`config.mk`:
```
export PLATFORM = sky130hd
export DESIGN_NAME = uart_tx_arbiter
export DESIGN_NICKNAME = d
export VERILOG_FILES = /design/src/rtl/uart_pkg.sv /design/src/rtl/uart_rr_pick.sv /design/src/rtl/uart_tx_arbiter.sv
export SDC_FILE = /design/constraint.sdc
export NUM_CORES = 1
export LEC_CHECK = 0
export BUFFER_PORTS_ARGS = -buffer_cell sky130_fd_sc_hd__buf_2
export CAP_MARGIN = 0
export CORE_MARGIN = 1.5
export CORE_UTILIZATION = 45
export CTS_CLUSTER_DIAMETER = 80
export CTS_CLUSTER_SIZE = 10
export DETAILED_ROUTE_END_ITERATION = 10
export PLACE_DENSITY = 0.88
export SLEW_MARGIN = 20
export SYNTH_ARGS = -nofsm -noshare
export SYNTH_HDL_FRONTEND = slang
export SYNTH_SLANG_ARGS = --single-unit
```
`constraint.sdc`:
```
create_clock -name clk -period 3.7 [get_ports clk]
set_input_delay 0 -clock clk [delete_from_list [all_inputs] [get_ports clk]]
set_output_delay 0 -clock clk [all_outputs]
set_load 0.1 [all_outputs]
```
`src/rtl/uart_pkg.sv`:
```
// Shared UART definitions: parity encodings and the transmit-arbiter state enum.
package uart_pkg;

  localparam logic [1:0] PARITY_NONE = 2'd0;
  localparam logic [1:0] PARITY_ODD  = 2'd1;
  localparam logic [1:0] PARITY_EVEN = 2'd2;

  typedef enum logic [1:0] {
    IDLE      = 2'd0,
    START     = 2'd1,
    WAIT_BUSY = 2'd2,
    WAIT_DONE = 2'd3
  } arb_state_t;

endpackage

```
`src/rtl/uart_rr_pick.sv`:
```
// Combinational round-robin picker: searches req starting at last+1 (mod NUM_REQ)
// and reports the first set requester.
module uart_rr_pick
  import uart_pkg::*;
#(
  parameter int NUM_REQ = 4,
  parameter int IDX_W   = $clog2(NUM_REQ)
) (
  input  logic [NUM_REQ-1:0] req,
  input  logic [IDX_W-1:0]   last,
  output logic [IDX_W-1:0]   winner,
  output logic               valid
);

  // Scan farthest-first so the requester closest after last is the final assignment.
  always_comb begin
    int c;
    logic [IDX_W-1:0] idx;
    winner = '0;
    valid  = 1'b0;
    for (int i = NUM_REQ; i >= 1; i--) begin
      c = int'(last) + i;
      if (c >= NUM_REQ) c = c - NUM_REQ;
      idx = IDX_W'(c);
      if (req[idx]) begin
        winner = idx;
        valid  = 1'b1;
      end
    end
  end

endmodule

```
`src/rtl/uart_tx_arbiter.sv`:
```
// Round-robin arbiter sharing one UART transmitter among NUM_REQ requesters.
// Optional per-byte watchdog enabled by defining UART_ARB_TIMEOUT_EN.
module uart_tx_arbiter
  import uart_pkg::*;
#(
  parameter int NUM_REQ        = 4,
  parameter int TIMEOUT_CYCLES = 200000
) (
  input  logic                 clk,
  input  logic                 rst,
  input  logic [NUM_REQ-1:0]   req,
  input  logic [8*NUM_REQ-1:0] req_data,
  input  logic [2*NUM_REQ-1:0] req_parity,
  output logic [NUM_REQ-1:0]   grant,
  output logic [NUM_REQ-1:0]   done,
  output logic [7:0]           tx_data,
  output logic [1:0]           tx_parity_type,
  output logic                 tx_start,
  input  logic                 tx_busy,
  output logic                 busy,
  output logic                 timeout
);

  localparam int IDX_W = $clog2(NUM_REQ);

  arb_state_t       state, state_next;
  logic [IDX_W-1:0] last, owner, pick;
  logic             pick_vld;
  logic             load, finish, abort;
  logic             wd_hit;

  function automatic logic [NUM_REQ-1:0] onehot(input logic [IDX_W-1:0] i);
    return NUM_REQ'(1) << i;
  endfunction

  uart_rr_pick #(.NUM_REQ(NUM_REQ), .IDX_W(IDX_W)) u_pick (
    .req    (req),
    .last   (last),
    .winner (pick),
    .valid  (pick_vld)
  );

`ifdef UART_ARB_TIMEOUT_EN
  localparam int CNT_W = $clog2(TIMEOUT_CYCLES + 1);
  logic [CNT_W-1:0] wd_cnt;

  // Counter is cleared outside the two wait states, so it measures time since START.
  assign wd_hit = (wd_cnt == CNT_W'(TIMEOUT_CYCLES - 1));

  always_ff @(posedge clk) begin
    if (rst || state == IDLE || state == START) wd_cnt <= '0;
    else                                         wd_cnt <= wd_cnt + CNT_W'(1);
  end

  always_ff @(posedge clk) begin
    if (rst) timeout <= 1'b0;
    else     timeout <= abort;
  end
`else
  assign wd_hit  = 1'b0;
  assign timeout = 1'b0;
`endif

  always_comb begin
    state_next = state;
    load       = 1'b0;
    finish     = 1'b0;
    abort      = 1'b0;
    case (state)
      IDLE: begin
        if (pick_vld) begin
          load       = 1'b1;
          state_next = START;
        end
      end
      START: state_next = WAIT_BUSY;
      WAIT_BUSY: begin
        if (wd_hit) begin
          abort      = 1'b1;
          state_next = IDLE;
        end else if (tx_busy) begin
          state_next = WAIT_DONE;
        end
      end
      WAIT_DONE: begin
        // A genuine completion in the same cycle as the watchdog still counts as done.
        if (!tx_busy) begin
          finish     = 1'b1;
          state_next = IDLE;
        end else if (wd_hit) begin
          abort      = 1'b1;
          state_next = IDLE;
        end
      end
      default: state_next = IDLE;
    endcase
  end

  always_ff @(posedge clk) begin
    if (rst) begin
      state          <= IDLE;
      last           <= IDX_W'(NUM_REQ - 1);
      owner          <= '0;
      grant          <= '0;
      done           <= '0;
      tx_start       <= 1'b0;
      tx_data        <= '0;
      tx_parity_type <= PARITY_NONE;
    end else begin
      state    <= state_next;
      tx_start <= load;
      grant    <= load ? onehot(pick) : '0;
      done     <= finish ? onehot(owner) : '0;
      if (load) begin
        owner          <= pick;
        tx_data        <= req_data[int'(pick)*8 +: 8];
        tx_parity_type <= req_parity[int'(pick)*2 +: 2];
      end
      if (finish || abort) last <= owner;
    end
  end

  assign busy = (state != IDLE);

endmodule

```
* Word level (Yosys, flattened, before mapping)
Cells that the tools add are included.
W data, S select, Z words.
** Cells by class
- $add $sub $neg :: 8
- Magnitude comparators :: 8
- Equality and inequality tests :: 6
- Shift-type cells :: 4
- Multiplexer cells :: 28
- Bitwise gates (word level) :: 2
- Reductions and logical operators :: 5
** Operators with widths (number)
- $shiftx A32 B6 Y8 :: 1
- $mux W2 :: 11
- $lt A2 B3 Y1 const B :: 4
- $mux W1 :: 12
- $ge A3 B3 Y1 const B :: 3
- $bmux W1 S2 :: 4
- $pmux W2 S4 :: 1
- $shiftx A8 B4 Y2 :: 1
- $shl A1 B2 Y4 const A :: 2
- $sub A2 B1 Y2 const B :: 4
- $add A2 B2 Y3 const B :: 2
- $ne A2 B2 Y1 const B :: 3
- $add A2 B3 Y4 const B :: 1
- $eq A2 B2 Y1 const B :: 2
- $ge A4 B3 Y1 const B :: 1
- $reduce_or A2 Y1 :: 2
- $add A2 B1 Y3 const B :: 1
- $reduce_and A3 Y1 :: 1
- $eq A2 B1 Y1 const B :: 1
- $logic_not A2 Y1 :: 1
- $not A1 Y1 :: 2
- $reduce_bool A2 Y1 :: 1
** Word-level totals
- Bits in registers :: 25
- Bits of input ports :: 47
- Output and inout bits :: 21
- Logic and storage cells :: 69

* Logic depth before layout (Yosys ltp)
Gate-level depths: netlist of the first run.
- Word-level depth :: 13
- Gate-level depth with buffers :: 7
- Gate-level depth less buffers :: 7

* Modules after synthesis
Synthesis of the first run repeated with hierarchy kept, for this count alone.
** Second synthesis, totals
- Cell total of the unflattened synthesis :: 130
- Area total of the unflattened synthesis :: 1295.0 um2
** By module, submodules not included
- uart_tx_arbiter :: times used 1, cells each 116, area each 1203.7 um2, sequential area each 500.5 um2
- uart_rr_pick :: times used 1, cells each 14, area each 91.3 um2, sequential area each 0.0 um2

* Worst setup path before layout of the first run
OpenSTA, ideal clock, no wires.
- Kind :: flip-flop to flip-flop
- Start point :: reg state[0]
- End point :: reg tx_data[1]
- Setup time :: 0.079 ns
- Arrival time :: 2.033 ns
- Required time :: 3.621 ns
- Slack :: 1.588 ns
- Stages on the path, launching flop included :: 8
- Buffers on the path :: 0
- Clock period less this slack :: 2.112 ns
- Cell sequence :: dfxtp_1 -> inv_1 -> ha_1 -> inv_1 -> nor2_1 -> nor2_1 -> nand2_1 -> o221ai_2
** On the way
- Longest elaborated chain between the ends :: 2
** RTL lines
- start, declared :: line uart_tx_arbiter.sv:26 : arb_state_t state, state_next;
- start signal, assigned :: line uart_tx_arbiter.sv:110 : state <= state_next;
- $logic_not A2 Y1 :: line uart_tx_arbiter.sv:69 : case (state)
- $mux W1 :: line uart_tx_arbiter.sv:69
- end signal, assigned :: line uart_tx_arbiter.sv:116 : tx_data <= req_data[int'(pick)*8 +: 8];
- end, declared :: line uart_tx_arbiter.sv:16 : output logic [7:0] tx_data,
Every way passes these cells.
A chain may end at the register's enable or synchronous reset.

* Final worst setup path of the first run
- Start point :: reg last[0]
- End point :: reg tx_parity_type[0]
** On the way
- Longest elaborated chain between the ends :: 11
- Elaborated cells on any way between the ends :: 35
- Classes of those cells :: add/sub (8); order compare (4); shift (1); mux (22)
** RTL lines
- start, declared :: line uart_tx_arbiter.sv:27 : logic [IDX_W-1:0] last, owner, pick;
- start signal, assigned :: line uart_tx_arbiter.sv:102 : last <= IDX_W'(NUM_REQ - 1);
- start signal, assigned :: line uart_tx_arbiter.sv:119 : if (finish || abort) last <= owner;
- branches (longest 11 deep; another with $add A2 B3 Y4)
- end signal, assigned :: line uart_tx_arbiter.sv:117 : tx_parity_type <= req_parity[int'(pick)*2 +: 2];
- end, declared :: line uart_tx_arbiter.sv:17 : output logic [1:0] tx_parity_type,
Parallel ways; which one is timed is not known. The select of a mux whose other input is x is not followed.

==> out/qor.txt, run 1 <==
Status: finished with violations
Failing checks: hold timing
TritonCTS buffer count: 3
Final Max Slew Viols: 0
Number of remaining DRC errors: 0
Core Box Area: 0.00257 mm2
Post-synth EDFFs: 0
Syn_nets: 177
Syn avg cell area: 9.98 um2
Commonest cells post-synth: dfxtp_1 (25), mux2i_1 (23), nor2_1 (16)
Site row count: 18
Worst Path Arrival: 3.56 ns
Placer Congestion: 0.839
Starting Density: 49.0%
Initial antenna violation count: 0
Crit share post-route: 90.5%
FF-to-FF Start: last[0]
Buf/Inv on CP: 3
Root Buffer: clkbuf_4
Clock skew: 0.0184 ns
Clock latency on the worst-skew pair: 0.33 ns
Worst path depth: 8
Max Cap Viol: 0
Reg2reg end: tx_parity_type[0]
Crit-path slowest cell: a211oi_4
CTS Buffer Depth: 2
DR iter-0 viols: 38
Leakage: 0.920 nW
Area occupied by multi-input gates: 688 um2
Relative slew slack: 29.4%
Register area: 500 um2
Cell count after synthesis: 126
Layout area overhead: 41.6%
Setup CP Type: register to register
Worst vdd ir: 0.000569 V
Worst Hold Class: input pin to register
Vias: 1239
Reg2Reg Depth: 8
Crit-path max FO: 18
Layout cells sized above 1: 38.9%
WL final: 3.32 mm
Clock-pin slew on the worst setup and hold paths: 0.14 ns
CP most frequent cell: dlygate4sd3_1
Final setup fails: 0
WHS: -0.0149 ns
Post-synth top area share: 39.8%
Crit path capture: tx_parity_type[0]
All-layer global routing usage: 20.8%
Cell Area, Synth: 0.00126 mm2
Vias in the first global route: 1140
Vias per cell: 5.21
ANT cells: 0
Max Clock Freq: 299 MHz
Yosys warnings: 0
Delay-heaviest family, CP: buffers and inverters
RSZ-0062 raised after global routing: false
Die area: 0.00312 mm2
CTS resizes: 0
Async set-or-reset flop fraction in the synthesized netlist: 0%
Routed len/inst: 14.0 um
Buffers on Ports: 66
First-pass GRT wire length: 5.04 mm
Drt pass-1 iters: 4
Synth area leaders: dfxtp_1 (40%), mux2i_1 (18%), o221ai_2 (8.4%)
# nets final: 260
Critical Path End Type: register
Fin crit period: 3.35 ns
Critical path launch point type: register
Most numerous cell in the Yosys netlist: dfxtp_1
Die W: 55.9 um
Pwr/cell area: 688 mW/mm2
Io pins: 68
Post-DP HPWL: 2.21 mm
CP required: 3.92 ns
Critical path origin: last[0]
CTS tree: yes
Die height: 55.9 um
H-tree depth: 1
Setup slack, reg-to-reg: 0.35 ns
Core Util, Final: 69.3%
Post-synthesis sequential area ratio: 39.8%
Setup TNS: 0 ns
Filler instances: 210
Area leader, netlist: dfxtp_1
Library cells used by synthesis: 27
Largest net degree at the start of global routing: 19
Slew @ Worst Pin: 1.06 ns
CP peak stage delay: 0.89 ns
CTS Sinks: 25
Final Hold Viols: 6
Most used DFF post-synth: dfxtp_1
Flops & latches, synth: 25
GRT Residual Overflow: 0
Critical path, cell by cell: nand2b_1 -> o21ai_2 -> a211oi_4 -> buf_4 -> mux2i_1 -> dlygate4sd3_1 -> o221ai_1 -> dlygate4sd3_1
Detail Route Antenna Nets: 0
-- layout make-up --
cell class / instances / share of cell area [%]
Multi-Input combinational cell: 90 / 38.7
Clock buffer: 3 / 1.26
Clock inverter: 1 / 0.281
Inverter: 5 / 1.05
Sequential cell: 25 / 28.1
Tap cell: 30 / 2.11
Timing Repair Buffer: 84 / 28.5
-- logic make-up (layout without fill, tap and decap cells) --
| kind of cell | Yosys count | in the layout | share of synthesized area [%] |
|---|---|---|---|
| buf+inv | 11 | 93 | 5.47 |
| fa+ha+maj | 4 | 4 | 3.98 |
| other cells | 1 | 1 | 0.298 |
| mux | 23 | 23 | 18.3 |
| compound gates | 20 | 20 | 17.2 |
| flops | 25 | 25 | 39.8 |
| simple gates | 42 | 42 | 14.9 |
-- worst min path at each step --
stage / from / endpoint / cells after the start
detailed placement: rst / owner[0] / 2
floorplan: req_data[30] / tx_data[6] / 2
global route: req_data[14] / tx_data[6] / 3
CTS: req_data[14] / tx_data[6] / 3
finish: req_data[27] / tx_data[3] / 3
global placement: req_data[30] / tx_data[6] / 3
-- flip-flops by register name, indices dropped and copies added (netlist names) --
| name | flops |
|---|---|
| last | 2 |
| grant | 4 |
| tx_parity_type | 2 |
| state | 2 |
| done | 4 |
| owner | 2 |
| tx_start | 1 |
| tx_data | 8 |
-- timing repair --
item                       in CTS  in global routing
hold endpoints to repair       13                  1
hold buffers                   16                  1
setup endpoints to repair       0                  0
setup buffers                   0                  0
-- metrics by stage --
step,total power [mW],cells,instance area (um2),setup WS (ns),hold slack [ns]
floorplan,0.966,126,1260,1.59,0.201
global placement,1.06,217,1580,1.55,0.290
detailed placement,1.07,217,1580,1.44,0.303
CTS,1.22,237,1770,0.388,0.000358
global route,1.28,238,1780,0.227,0.000168
finish,1.22,238,1780,0.352,-0.0149
-- layer usage --
metal | vias to the layer above | track usage, % | wire (um)
li1 | 607 | - | -
met5 | - | 0 | 0
met4 | 0 | 10.9 | 102
met2 | 48 | 39.6 | 1810
met1 | 575 | 22.4 | 1280
met3 | 9 | 2.09 | 134
-- cell usage in the layout (no fill, tap or decap), drive strengths merged, types with 2 or more instances in the layout --
master / instances
nor2: 16
a211oi: 3
inv: 5
o221ai: 10
nand2b: 7
clkbuf: 3
ha: 4
nor4: 2
dfxtp: 25
nand2: 13
a21oi: 3
nor3: 2
buf: 67
dlygate4sd3: 17
mux2i: 23
-- power breakdown --
part | switching (mW) | internal [mW] | total [mW]
combinational | 0.553 | 0.174 | 0.726
clock | 0.0830 | 0.0406 | 0.124
sequential | 0.0417 | 0.333 | 0.374
total | 0.677 | 0.547 | 1.22
-- tightest hold or removal path, stage by stage --
cell      delay, ns
buf_2          0.07
mux2i_1        0.07
o221ai_2       0.15
Note: power is estimated with default switching activity, not from simulation.
==> run 2: changes to the inputs <==
BUFFER_PORTS_ARGS = -buffer_cell sky130_fd_sc_hd__clkbuf_2   (was -buffer_cell sky130_fd_sc_hd__buf_2)
CORE_UTILIZATION = 35   (was 45)
GPL_ROUTABILITY_DRIVEN = 0   (was not set)
PLACE_DENSITY = 0.73   (was 0.88)
==> run 2 against run 1 <==
Against the previous run: the flow now finishes without violations; wire length shrank 0.81%; flip-flop and latch count stayed put; first-iteration DRC count rose by 66%; via count up 0.24%; die area is 27% higher; design area increased by 9.1%; final cell count is 13% higher; register-to-register slack better by 0.50 ns; critical endpoint unchanged.
==> out/qor.txt, run 2 (synthesis results as in run 1) <==
Post-DP HPWL: 2.11 mm (was 2.21 mm)
Max FFs per register: 8 (unchanged)
Die height: 62.9 um (was 55.9 um)
Slew @ Worst Pin: 0.658 ns (was 1.06 ns)
Vias per cell: 4.63 (was 5.21)
# nets final: 274 (was 260)
Worst vdd ir: 0.000399 V (was 0.000569 V)
Critical path launch point type: register (unchanged)
Die area: 0.00396 mm2 (was 0.00312 mm2)
Die W: 62.9 um (was 55.9 um)
Worst Hold Class: input pin to register (unchanged)
Vias: 1242 (was 1239)
WL final: 3.30 mm (was 3.32 mm)
Relative slew slack: 56.1% (was 29.4%)
Clock skew: 0.00615 ns (was 0.0184 ns)
Starting Density: 37.1% (was 49.0%)
Reg with most FFs: tx_data (unchanged)
Fin crit period: 2.85 ns (was 3.35 ns)
Most frequent cells in the layout: clkbuf_2 (66), dlygate4sd3_1 (31), dfxtp_1 (25), mux2i_1 (23), nor2_1 (16) (was buf_2 (66), dfxtp_1 (25), mux2i_1 (23), dlygate4sd3_1 (17), nor2_1 (16))
Leakage: 0.987 nW (was 0.920 nW)
Core Box Area: 0.00339 mm2 (was 0.00257 mm2)
All-layer global routing usage: 17.6% (was 20.8%)
Site row count: 21 (was 18)
Largest net degree at the start of global routing: 25 (was 19)
Io pins: 68 (unchanged)
RSZ-0062 raised after global routing: false (unchanged)
DR iter-0 viols: 63 (was 38)
FF-to-FF Start: last[0] (unchanged)
First-pass GRT wire length: 5.42 mm (was 5.04 mm)
Reg2reg end: tx_parity_type[0] (unchanged)
Filler instances: 315 (was 210)
CTS tree: yes (unchanged)
Clock latency on the worst-skew pair: 0.33 ns (about the same)
CTS Buffer Depth: 2 (unchanged)
Layout area overhead: 54.5% (was 41.6%)
CP required: 3.94 ns (was 3.92 ns)
CTS resizes: 0 (unchanged)
Setup TNS: 0 ns (unchanged)
Worst Path Arrival: 3.09 ns (was 3.56 ns)
Hold Buf Count CTS: 31 (was 16)
Max Clock Freq: 351 MHz (was 299 MHz)
WHS Endpoint: state[0] (was tx_data[3])
Vias in the first global route: 1228 (was 1140)
Post-CTS setup buffer count: 0 (unchanged)
Setup slack, reg-to-reg: 0.85 ns (was 0.35 ns)
Status: completed (was finished with violations)
Max Cap Viol: 0 (unchanged)
Non-filler cells, final: 268 (was 238)
Final Hold Viols: 0 (was 6)
Detail Route Antenna Nets: 0 (unchanged)
Final Max Slew Viols: 0 (unchanged)
Reg2Reg Depth: 8 (unchanged)
Drt pass-1 iters: 4 (unchanged)
ANT cells: 0 (unchanged)
Clock-pin slew on the worst setup and hold paths: 0.14 ns (about the same)
Pwr Total: 1.28 mW (was 1.22 mW)
GRT Residual Overflow: 0 (unchanged)
Critical Path End Type: register (unchanged)
WHS: 0.0872 ns (was -0.0149 ns)
Initial antenna violation count: 0 (unchanged)
Buffers on Ports: 66 (unchanged)
Placed Cells: 233 (was 217)
Layout cells sized above 1: 36.5% (was 38.9%)
Hold_sp: tx_busy (was req_data[27])
Commonest non-fill, non-tap cell in the layout: clkbuf_2 (was buf_2)
Root Buffer: clkbuf_4 (unchanged)
WHS Path Cells: 4 (was 3)
Crit-path max FO: 24 (was 18)
H-tree depth: 1 (unchanged)
Setup CP Type: register to register (unchanged)
Crit share post-route: 77.1% (was 90.5%)
CTS Sinks: 25 (unchanged)
Routed len/inst: 12.3 um (was 14.0 um)
TritonCTS buffer count: 3 (unchanged)
Final setup fails: 0 (unchanged)
Top Registers: tx_data x8, done x4, grant x4 (unchanged)
Number of remaining DRC errors: 0 (unchanged)
Pwr/cell area: 657 mW/mm2 (was 688 mW/mm2)
[run 2: worst max path at each step]
| stage | endpoint | start | slack [ns] |
|---|---|---|---|
| after floorplan | tx_data[1] | state[0] | 1.59 |
| after global placement | tx_data[5] | state[0] | 2.00 |
| after detailed placement | tx_data[0] | state[0] | 1.96 |
| after CTS | tx_data[6] | last[0] | 0.94 |
| after global routing | tx_data[4] | last[0] | 0.69 |
| final | tx_parity_type[0] | last[0] | 0.85 |
[run 2: per-layer routing]
metal / up-vias / GRT usage [%] / wire (um)
met5: - / 0 / 0
met4: 0 / 6.67 / 48
met3: 5 / 3.60 / 101
met2: 29 / 34.0 / 1870
met1: 570 / 18.4 / 1280
li1: 638 / - / -
[run 2: where the power goes]
part	switching, mW	internal, mW
Combinational	0.563	0.214
Clock	0.0862	0.0415
Sequential	0.0395	0.333
Total	0.689	0.588
[run 2: worst max-delay path, cell delays in order, from the launching register on]
cell and delay (ns):
dfxtp_1 0.36, nand2b_1 0.14, o21ai_2 0.08, a211oi_4 0.22
buf_4 0.37, mux2i_1 0.29, dlygate4sd3_1 0.58, o221ai_1 0.12
dlygate4sd3_1 0.59
[run 2: final cells by class]
| class | instances | area [um2] | share of cell area [%] |
|---|---|---|---|
| tap | 46 | 57.6 | 2.96 |
| clock inverter | 1 | 7.51 | 0.386 |
| timing repair buffer | 98 | 648 | 33.4 |
| clock buffer | 3 | 22.5 | 1.16 |
| multi-input combinational | 90 | 688 | 35.4 |
| inverter | 5 | 18.8 | 0.966 |
| sequential | 25 | 500 | 25.8 |
[run 2: stage by stage]
step	instance area, um2	worst slack, ns	util, %
floorplan	1260	1.59	-
global placement	1600	2.00	47.3
detailed placement	1600	1.96	47.3
CTS	1940	0.941	57.3
global route	1940	0.695	57.3
finish	1940	0.849	57.3
==> run 3: changes to the inputs <==
clock period = 2.9 ns   (was 3.7 ns; I/O delays follow)
==> run 3 against run 2 <==
Against the previous run: sequential power rose by 28%; total power grew 27%; flip-flop and latch count is the same; non-clock buffer count decreased by 3; maximum frequency is 5.1% higher; via count rose by 3.2%; utilization is 0.66 points lower; critical path depth did not move; final cell count decreased by 1.1%; largest power group unchanged.
==> out/qor.txt, run 3 (synthesis results as in run 1) <==
Detail Route Antenna Nets: 0 (unchanged)
Setup slack, reg-to-reg: 0.19 ns (was 0.85 ns)
Layout cells sized above 1: 37.0% (was 36.5%)
Final Hold Viols: 0 (unchanged)
Die W: 62.9 um (unchanged)
Vias: 1282 (was 1242)
Vias per cell: 4.84 (was 4.63)
WL final: 3.39 mm (was 3.30 mm)
Io pins: 68 (unchanged)
Placed cell areas: 0.00160 mm2 (unchanged)
Crit share post-route: 93.6% (was 77.1%)
Largest net degree at the start of global routing: 25 (unchanged)
FF-to-FF Start: last[0] (unchanged)
Reg2reg end: tx_data[0] (was tx_parity_type[0])
Buf/Inv on CP: 3 (unchanged)
Vias in the first global route: 1266 (was 1228)
Clock latency on the worst-skew pair: 0.33 ns (about the same)
Leakage: 0.974 nW (was 0.987 nW)
Fin crit period: 2.71 ns (was 2.85 ns)
Die area: 0.00396 mm2 (unchanged)
Starting Density: 37.1% (unchanged)
Worst Hold Class: input pin to register (unchanged)
Setup CP Type: register to register (unchanged)
DR iter-0 viols: 60 (was 63)
Delay-heaviest family, CP: buffers and inverters (unchanged)
WHS Path Cells: 3 (was 4)
CTS Sinks: 25 (unchanged)
H-tree depth: 1 (unchanged)
Relative slew slack: 54.8% (was 56.1%)
Design Area, Final: 0.00192 mm2 (was 0.00194 mm2)
Root Buffer: clkbuf_4 (unchanged)
Max Cap Viol: 0 (unchanged)
Reg2Reg Depth: 8 (unchanged)
Buffers on Ports: 66 (unchanged)
Initial antenna violation count: 0 (unchanged)
Worst Path Arrival: 2.95 ns (was 3.09 ns)
CP peak stage delay: 0.58 ns (was 0.59 ns)
RSZ-0062 raised after global routing: false (unchanged)
CTS tree: yes (unchanged)
First-pass GRT wire length: 5.68 mm (was 5.42 mm)
Critical path, cell by cell: nand2b_1 -> o21ai_2 -> a211oi_4 -> buf_8 -> mux2i_1 -> dlygate4sd3_1 -> o221ai_1 -> dlygate4sd3_1 (was nand2b_1 -> o21ai_2 -> a211oi_4 -> buf_4 -> mux2i_1 -> dlygate4sd3_1 -> o221ai_1 -> dlygate4sd3_1)
Max Clock Freq: 369 MHz (was 351 MHz)
Hold_sp: req_data[13] (was tx_busy)
# nets final: 271 (was 274)
Routed len/inst: 12.8 um (was 12.3 um)
Crit-path slowest cell: dlygate4sd3_1 (unchanged)
Site row count: 21 (unchanged)
Setup TNS: 0 ns (unchanged)
Commonest non-fill, non-tap cell in the layout: clkbuf_2 (unchanged)
Critical path launch point type: register (unchanged)
Crit-path max FO: 24 (unchanged)
Post-DP HPWL: 2.16 mm (was 2.11 mm)
Reg with most FFs: tx_data (unchanged)
Number of remaining DRC errors: 0 (unchanged)
Slew @ Worst Pin: 0.676 ns (was 0.658 ns)
Layout area overhead: 52.7% (was 54.5%)
TritonCTS buffer count: 3 (unchanged)
Most frequent cells in the layout: clkbuf_2 (66), dlygate4sd3_1 (28), dfxtp_1 (25), mux2i_1 (23), nor2_1 (16) (was clkbuf_2 (66), dlygate4sd3_1 (31), dfxtp_1 (25), mux2i_1 (23), nor2_1 (16))
CTS Buffer Depth: 2 (unchanged)
Die height: 62.9 um (unchanged)
Core Box Area: 0.00339 mm2 (unchanged)
Clock-pin slew on the worst setup and hold paths: 0.13 ns (was 0.14 ns)
Drt pass-1 iters: 4 (unchanged)
WHS Endpoint: tx_data[5] (was state[0])
Max FFs per register: 8 (unchanged)
Top Registers: tx_data x8, done x4, grant x4 (unchanged)
Pwr/cell area: 844 mW/mm2 (was 657 mW/mm2)
CP required: 3.13 ns (was 3.94 ns)
Final Max Slew Viols: 0 (unchanged)
Critical Path End Type: register (unchanged)
CP most frequent cell: dlygate4sd3_1 (unchanged)
Status: completed (unchanged)
ANT cells: 0 (unchanged)
Final setup fails: 0 (unchanged)
All-layer global routing usage: 18.3% (was 17.6%)
GRT Residual Overflow: 0 (unchanged)
Worst vdd ir: 0.000583 V (was 0.000399 V)
Clock skew: 0.00158 ns (was 0.00615 ns)
## run 3: cell count changes in the layout (fill, tap and decap cells not counted), sizes merged
cell	change
dlygate4sd3	-3
## run 3: metal layers
layer	track usage (%)	routed length (um)	vias to the layer above
met5	0	0	-
met4	10.6	151	0
met3	3.60	151	14
met2	33.9	1820	43
met1	19.0	1270	594
li1	-	-	631
## run 3: how the worst max path moves through the flow
stage	startpoint	endpoint	slack [ns]	cells past startpoint
floorplan	state[0]	tx_data[1]	0.79	7
global placement	state[0]	tx_parity_type[0]	1.21	6
detailed placement	state[0]	tx_parity_type[1]	1.14	6
CTS	last[0]	tx_parity_type[1]	0.13	8
global route	last[0]	tx_data[4]	0.02	8
finish	last[0]	tx_data[0]	0.19	8
## run 3: metrics by stage
step                      hold WS, ns  cells  power (mW)  setup slack (ns)  util (%)
after CTS                     0.00220    265        1.61             0.129      56.4
after global routing          0.00891    265        1.71            0.0207      56.7
after detailed placement        0.311    233        1.37              1.14      47.3
after global placement          0.301    233        1.36              1.21      47.3
after floorplan                 0.201    126        1.23             0.788         -
final                         0.00214    265        1.62             0.187      56.7
## run 3: worst reg2reg max path, delay by kind of cell, from the launching register on
family / cells / cell delay (ns)
buf+inv: 3 / 1.42
compound gates: 3 / 0.45
flops: 1 / 0.37
mux: 1 / 0.24
simple gates: 1 / 0.15
## run 3: timing repair
item / in CTS / in global routing
endpoints found under the hold margin: 15 / 0
hold buffers: 28 / 0
gates resized for setup: 0 / 2
setup buffers: 0 / 0
endpoints found under the setup margin: 0 / 8
## run 3: final cells by class
class | instances | area, um2
Timing Repair Buffer | 95 | 626
Multi-Input combinational cell | 90 | 688
Inverter | 5 | 18.8
Clock inverter | 1 | 7.51
Sequential cell | 25 | 500
Fill cell | 309 | 1470
Clock buffer | 3 | 22.5
Tap cell | 46 | 57.6
## run 3: report_power, final
group	leakage [nW]	switching (mW)	internal, mW
combinational	0.755	0.721	0.262
sequential	0.205	0.0520	0.424
clock	0.0139	0.107	0.0529
total	0.974	0.880	0.740
